**config.mk**
```make
export PLATFORM = sky130hd
export DESIGN_NAME = bn_scheduler
export DESIGN_NICKNAME = d
export VERILOG_FILES = /design/src/rtl/bn_scheduler.sv
export SDC_FILE = /design/constraint.sdc
export NUM_CORES = 2
export LEC_CHECK = 0
export ABC_AREA = 1
export CAP_MARGIN = 20
export CORE_ASPECT_RATIO = 1.2
export CORE_MARGIN = 2
export CORE_UTILIZATION = 63
export CTS_BUF_LIST = sky130_fd_sc_hd__clkbuf_4 sky130_fd_sc_hd__clkbuf_8
export DETAILED_ROUTE_END_ITERATION = 12
export DONT_BUFFER_PORTS = 1
export PLACE_DENSITY = 0.81
export SLEW_MARGIN = 20
export SYNTH_ARGS = -nofsm -noshare
export SYNTH_HDL_FRONTEND = slang
export SYNTH_SLANG_ARGS = --single-unit
```
**constraint.sdc**
```tcl
create_clock -name i_clk -period 4.49 [get_ports i_clk]
set_input_delay 0.898 -clock i_clk [delete_from_list [all_inputs] [get_ports i_clk]]
set_output_delay 0.898 -clock i_clk [all_outputs]
set_load 0.01 [all_outputs]
```
**src/rtl/bn_scheduler.sv**
```systemverilog
// rtl/bn_scheduler.sv - channel sequencer feeding BN2d with per-channel weight/bias
module bn_scheduler #(
    parameter int CH_MAX  = 64,
    parameter int CW      = $clog2(CH_MAX),
    parameter int LEN_W   = 16,
    parameter int MAX_OUT = 8
) (
    input  logic             i_clk,
    input  logic             i_rst,
    input  logic             i_cfg_we,
    input  logic [CW-1:0]    i_cfg_addr,
    input  logic [15:0]      i_cfg_weight,
    input  logic [15:0]      i_cfg_bias,
    input  logic             i_start,
    input  logic [CW:0]      i_num_ch,
    input  logic [LEN_W-1:0] i_ch_len,
    input  logic             i_in_valid,
    input  logic [15:0]      i_in_data,
    output logic             o_in_ready,
    output logic [15:0]      o_bn_data,
    output logic [15:0]      o_bn_weight,
    output logic [15:0]      o_bn_bias,
    output logic             o_bn_issue,
    input  logic [15:0]      i_bn_result,
    input  logic             i_bn_finish,
    output logic             o_out_valid,
    output logic [15:0]      o_out_data,
    output logic [CW-1:0]    o_out_ch,
    output logic             o_out_last,
    output logic             o_busy,
    output logic             o_done,
    output logic             o_err
);

    localparam int OW = $clog2(MAX_OUT + 1);

    typedef enum logic [2:0] {
        S_IDLE  = 3'd0,
        S_SETUP = 3'd1,
        S_RUN   = 3'd2,
        S_DRAIN = 3'd3,
        S_DONE  = 3'd4
    } state_t;

    state_t           r_state;
    state_t           w_state_nxt;

    logic [15:0]      r_w_tab [CH_MAX];
    logic [15:0]      r_b_tab [CH_MAX];

    logic [CW:0]      r_num_ch;
    logic [LEN_W-1:0] r_ch_len;
    logic [CW-1:0]    r_ch;
    logic [LEN_W-1:0] r_issue_cnt;
    logic [LEN_W-1:0] r_res_cnt;
    logic [OW-1:0]    r_outstanding;

    logic [15:0]      r_bn_data;
    logic [15:0]      r_bn_weight;
    logic [15:0]      r_bn_bias;
    logic             r_bn_issue;
    logic             r_out_valid;
    logic [15:0]      r_out_data;
    logic [CW-1:0]    r_out_ch;
    logic             r_out_last;
    logic             r_err;

    logic             w_start_ok;
    logic             w_xfer;
    logic             w_fin_ok;
    logic             w_fin_drop;
    logic             w_last_ch;
    logic             w_drained;
    logic [OW:0]      w_inflight;

    // The pending issue is counted too, so the limit holds before the counter catches up
    assign w_inflight = {1'b0, r_outstanding} + (OW+1)'(r_bn_issue);
    assign w_fin_ok   = i_bn_finish && (r_outstanding != '0);
    assign w_fin_drop = i_bn_finish && (r_outstanding == '0);
    assign w_last_ch  = (({1'b0, r_ch} + (CW+1)'(1)) == r_num_ch);
    assign w_drained  = (r_outstanding == '0) && !r_bn_issue;

    assign o_bn_data   = r_bn_data;
    assign o_bn_weight = r_bn_weight;
    assign o_bn_bias   = r_bn_bias;
    assign o_bn_issue  = r_bn_issue;
    assign o_out_valid = r_out_valid;
    assign o_out_data  = r_out_data;
    assign o_out_ch    = r_out_ch;
    assign o_out_last  = r_out_last;
    assign o_err       = r_err;

    // State register
    always_ff @(posedge i_clk or negedge i_rst) begin
        if (!i_rst) r_state <= S_IDLE;
        else        r_state <= w_state_nxt;
    end

    // Next-state decode plus Moore-style handshake and status outputs
    always_comb begin
        w_state_nxt = r_state;
        o_in_ready  = 1'b0;
        o_busy      = 1'b0;
        o_done      = 1'b0;
        w_start_ok  = 1'b0;
        w_xfer      = 1'b0;
        case (r_state)
            S_IDLE: begin
                if (i_start && (i_num_ch != '0) && (i_ch_len != '0)) begin
                    w_start_ok  = 1'b1;
                    w_state_nxt = S_SETUP;
                end
            end
            S_SETUP: begin
                o_busy      = 1'b1;
                w_state_nxt = S_RUN;
            end
            S_RUN: begin
                o_busy     = 1'b1;
                o_in_ready = (w_inflight < (OW+1)'(MAX_OUT));
                w_xfer     = i_in_valid && o_in_ready;
                if (w_xfer && ((r_issue_cnt + LEN_W'(1)) == r_ch_len))
                    w_state_nxt = S_DRAIN;
            end
            S_DRAIN: begin
                o_busy = 1'b1;
                if (w_drained)
                    w_state_nxt = w_last_ch ? S_DONE : S_SETUP;
            end
            S_DONE: begin
                o_done      = 1'b1;
                w_state_nxt = S_IDLE;
            end
            default: w_state_nxt = S_IDLE;
        endcase
    end

    // Parameter table has no reset so its contents survive resets and layers
    always_ff @(posedge i_clk) begin
        if ((r_state == S_IDLE) && i_cfg_we) begin
            r_w_tab[i_cfg_addr] <= i_cfg_weight;
            r_b_tab[i_cfg_addr] <= i_cfg_bias;
        end
    end

    // Layer configuration and channel index
    always_ff @(posedge i_clk or negedge i_rst) begin
        if (!i_rst) begin
            r_num_ch <= '0;
            r_ch_len <= '0;
            r_ch     <= '0;
        end else if (w_start_ok) begin
            r_num_ch <= i_num_ch;
            r_ch_len <= i_ch_len;
            r_ch     <= '0;
        end else if ((r_state == S_DRAIN) && w_drained && !w_last_ch) begin
            r_ch <= r_ch + CW'(1);
        end
    end

    // Channel parameters change only in SETUP, after the previous channel drained
    always_ff @(posedge i_clk or negedge i_rst) begin
        if (!i_rst) begin
            r_bn_weight <= '0;
            r_bn_bias   <= '0;
        end else if (r_state == S_SETUP) begin
            r_bn_weight <= r_w_tab[r_ch];
            r_bn_bias   <= r_b_tab[r_ch];
        end
    end

    // Issue path: one registered element per accepted transfer
    always_ff @(posedge i_clk or negedge i_rst) begin
        if (!i_rst) begin
            r_bn_issue  <= 1'b0;
            r_bn_data   <= '0;
            r_issue_cnt <= '0;
        end else begin
            r_bn_issue <= w_xfer;
            if (w_xfer)
                r_bn_data <= i_in_data;
            if (r_state == S_SETUP)
                r_issue_cnt <= '0;
            else if (w_xfer)
                r_issue_cnt <= r_issue_cnt + LEN_W'(1);
        end
    end

    // Elements issued to BN2d whose finish has not yet been seen
    always_ff @(posedge i_clk or negedge i_rst) begin
        if (!i_rst) begin
            r_outstanding <= '0;
        end else begin
            case ({r_bn_issue, w_fin_ok})
                2'b10:   r_outstanding <= r_outstanding + OW'(1);
                2'b01:   r_outstanding <= r_outstanding - OW'(1);
                default: r_outstanding <= r_outstanding;
            endcase
        end
    end

    // Result stream: counted finishes pass straight through, tagged with channel and last
    always_ff @(posedge i_clk or negedge i_rst) begin
        if (!i_rst) begin
            r_out_valid <= 1'b0;
            r_out_data  <= '0;
            r_out_ch    <= '0;
            r_out_last  <= 1'b0;
            r_res_cnt   <= '0;
        end else begin
            r_out_valid <= w_fin_ok;
            r_out_last  <= w_fin_ok && ((r_res_cnt + LEN_W'(1)) == r_ch_len);
            if (w_fin_ok) begin
                r_out_data <= i_bn_result;
                r_out_ch   <= r_ch;
            end
            if (r_state == S_SETUP)
                r_res_cnt <= '0;
            else if (w_fin_ok)
                r_res_cnt <= r_res_cnt + LEN_W'(1);
        end
    end

    // Sticky error for a finish with nothing outstanding; a new error beats the clear
    always_ff @(posedge i_clk or negedge i_rst) begin
        if (!i_rst)          r_err <= 1'b0;
        else if (w_fin_drop) r_err <= 1'b1;
        else if (w_start_ok) r_err <= 1'b0;
    end

endmodule

```
==> impl_metrics.toml <==
[die]
fp-row-count = 149
start_util = 0.635
io-pin-count = 176
fp.coreArea_mm2 = 0.137
die_h_um = 412
fp.dieW_um = 344
die-area_mm2 = 0.141

[yosys]
synthTopCellsByCount = "edfxtp_1, nor2_1, o21ai_0"
synth_ff_type = "edfxtp_1"
ys.warnings.count = 0
synthTopCellsByArea = "edfxtp_1, o21ai_0, nor2_1"
ys_seq_elements = 2190
yosys.area.top_type = "edfxtp_1"
netlist_instances = 7029
yosysMostFrequentCell = "edfxtp_1"
ys_seq_area_frac = 0.746
ys_types = 37
yosysTopAreaCellShare = 0.705
syn-num-nets = 7135
async_reset_ff_frac = 0.0648
synth-edff-count = 2048
syn_area_mm2 = 0.0872
synth_area_per_cell_um2 = 12.4

[global_route]
grt_start_max_net_pins = 175
grt.overflow.total = 0
antenna_found_initial = 10
grt_usage = 0.362
grt_pass1_vias = 59600
grt_first_pass_wirelength_um = 372000

[critical_path]
critPathRequiredTime_ps = 3590
endpoint_kind = "output pin"
cp.arrival_ps = 2740
crit_type = "reg2out"
worst-path-max-fanout = 6
cp-start-kind = "flip-flop"

[routing]
routed_wl_um = 259000
drt_first_pass_iters = 6
drc = 0
via_per_inst = 6.68
ant_nets = 0
vias = 61400
drt_iter0_drc = 10100
wl_per_cell_um = 28.2

[placement]
place.port_buffers = 0
place.detailed.hpwl_um = 142000
place_congestion = 0.933
dp_cells = 8531

[clock_tree]
path_clk_slew_ps = 60
cts_setup_buffers = 0
tritoncts = "yes"
insertion_delay_ps = 1070
cts_hold_repair.buffers = 79
cts_made_buffers = 337
post_cts_resized = 0
clockBufferDepth = 4
htree_levels = 5
root_buffer = "clkbuf_8"
clock-sinks = 2190

[power_and_ir_drop]
power_frac_clock = 0.290
p_int_mw = 35.3
switching_share = 0.354
p_leak_nw = 32.8
total_power_mw = 54.7
ir_worst_vdd_mv = 0.479
seqPwrFrac = 0.437
power.density_mw_per_mm2 = 563
netSwitchingPower_mw = 19.3
pwr-share-comb = 0.273

[timing]
worst_pin_slew_ps = 1150
hold_viol = 0
skew_ps = 62.2
fmax_ghz = 0.275
fin_setup_tns_ps = 0
period_share = 0.811
rsz0062_at_grt = "no"
holdWs_ps = 54.0
slew_viol_final = 0
fin_crit_ps = 3640
setup_viol = 0
slew_headroom = 0.230

[outcome]
run_status = "finished, final reports clean"

[min_path]
hold_path.class = "in2reg"

[cells_and_area]
nets = 7244
syn_to_final_growth_pct = 11.3
drive_gt1_frac = 0.105
stdcell_count = 9183

[run]
cap_violations = 0
## sequential cells by signal, indices dropped and copies added, names as in the netlist
name,count
r_num_ch,7
o_bn_weight,16
o_bn_issue,1
o_err,1
o_bn_data,16
r_issue_cnt,16
r_ch,6
o_out_valid,1
r_state,3
r_outstanding,4
r_res_cnt,16
o_out_last,1
o_out_data,16
r_b_tab,1024
r_w_tab,1024
r_ch_len,16
o_out_ch,6
o_bn_bias,16
## cells by family after synthesis
group                      count (synthesis)  share of synthesized area
adders and majority gates                  7                    0.00109
AOI/OAI and AO/OA                       1615                      0.100
and+or+nand+nor                         2640                      0.123
DFF                                     2190                      0.746
buffers and inverters                    561                     0.0279
xor gates and xnor gates                  16                    0.00192
## power groups by stage
stage / Sequential (mW) / Clock (mW) / Combinational (mW)
final: 23.9 / 15.9 / 14.9
after global routing: 23.9 / 16.7 / 16.0
after CTS: 23.8 / 15.9 / 14.4
after detailed placement: 24.2 / 0 / 13.8
after global placement: 24.2 / 0 / 13.3
after floorplan: 23.6 / 0 / 9.73
## per-layer routing
layer  global-route usage  part of all wire
met5                    0           0.00024
met4                0.244             0.074
met3                0.114              0.15
met2                0.553              0.46
met1                0.444              0.32
## cell usage in the layout, fill, tap and decap left out, types with 5 or more instances in the layout
| master | n |
|---|---|
| o21ai_1 | 65 |
| ha_1 | 6 |
| o21ai_0 | 1011 |
| nor2_2 | 6 |
| nand2_1 | 880 |
| clkinv_1 | 76 |
| inv_1 | 84 |
| nand4_1 | 19 |
| nor2_1 | 1097 |
| dfrtp_1 | 137 |
| clkinv_2 | 26 |
| clkbuf_8 | 358 |
| o22ai_1 | 531 |
| dfrtp_4 | 5 |
| nor2_4 | 65 |
| dlygate4sd3_1 | 46 |
| clkinvlp_4 | 6 |
| xor2_1 | 9 |
| buf_12 | 27 |
| buf_16 | 33 |
| xnor2_1 | 5 |
| nand3_1 | 562 |
| buf_4 | 133 |
| clkbuf_4 | 99 |
| edfxtp_1 | 2048 |
## area by class of cell
type                       instances  area (um2)
fill                            8577       40300
multi-input combinational       4278       20200
clock buffer                     457        5670
tap                             1812        2270
inverter                          92         393
sequential                      2190       65100
antenna                            4        10.0
timing repair buffer             239        2910
clock inverter                   111         564
## worst paths after layout
path | start | to | slack [ps] | cells past startpoint
worst max-delay path | r_state[2] | o_in_ready | 850 | 3
worst min-delay path | i_ch_len[4] | r_ch_len[4] | 50 | 2
worst max register to register | r_ch[1] | o_bn_weight[15] | 1050 | 10
worst min register to register | r_num_ch[5] | r_num_ch[5] | 500 | 2
max in group asynchronous | i_rst | r_ch[3] | 3240 | 2
min in group asynchronous | i_rst | o_bn_weight[5] | 600 | 2
## critical path, stage by stage, from the launching register on
cell	delay, ps
dfrtp_1	450
nor3_1	550
inv_1	280
nor3_1	420
## per-stage QoR
| stage | util | setup slack (ps) | cell area (um2) |
|---|---|---|---|
| finish | 0.707 | 851 | 97100 |
| global route | 0.707 | 694 | 97100 |
| CTS | 0.707 | 773 | 97100 |
| detailed placement | 0.651 | 1100 | 89500 |
| global placement | 0.651 | 1140 | 89500 |
| floorplan | - | 1320 | 87200 |
(Power assumes the default switching activity.)
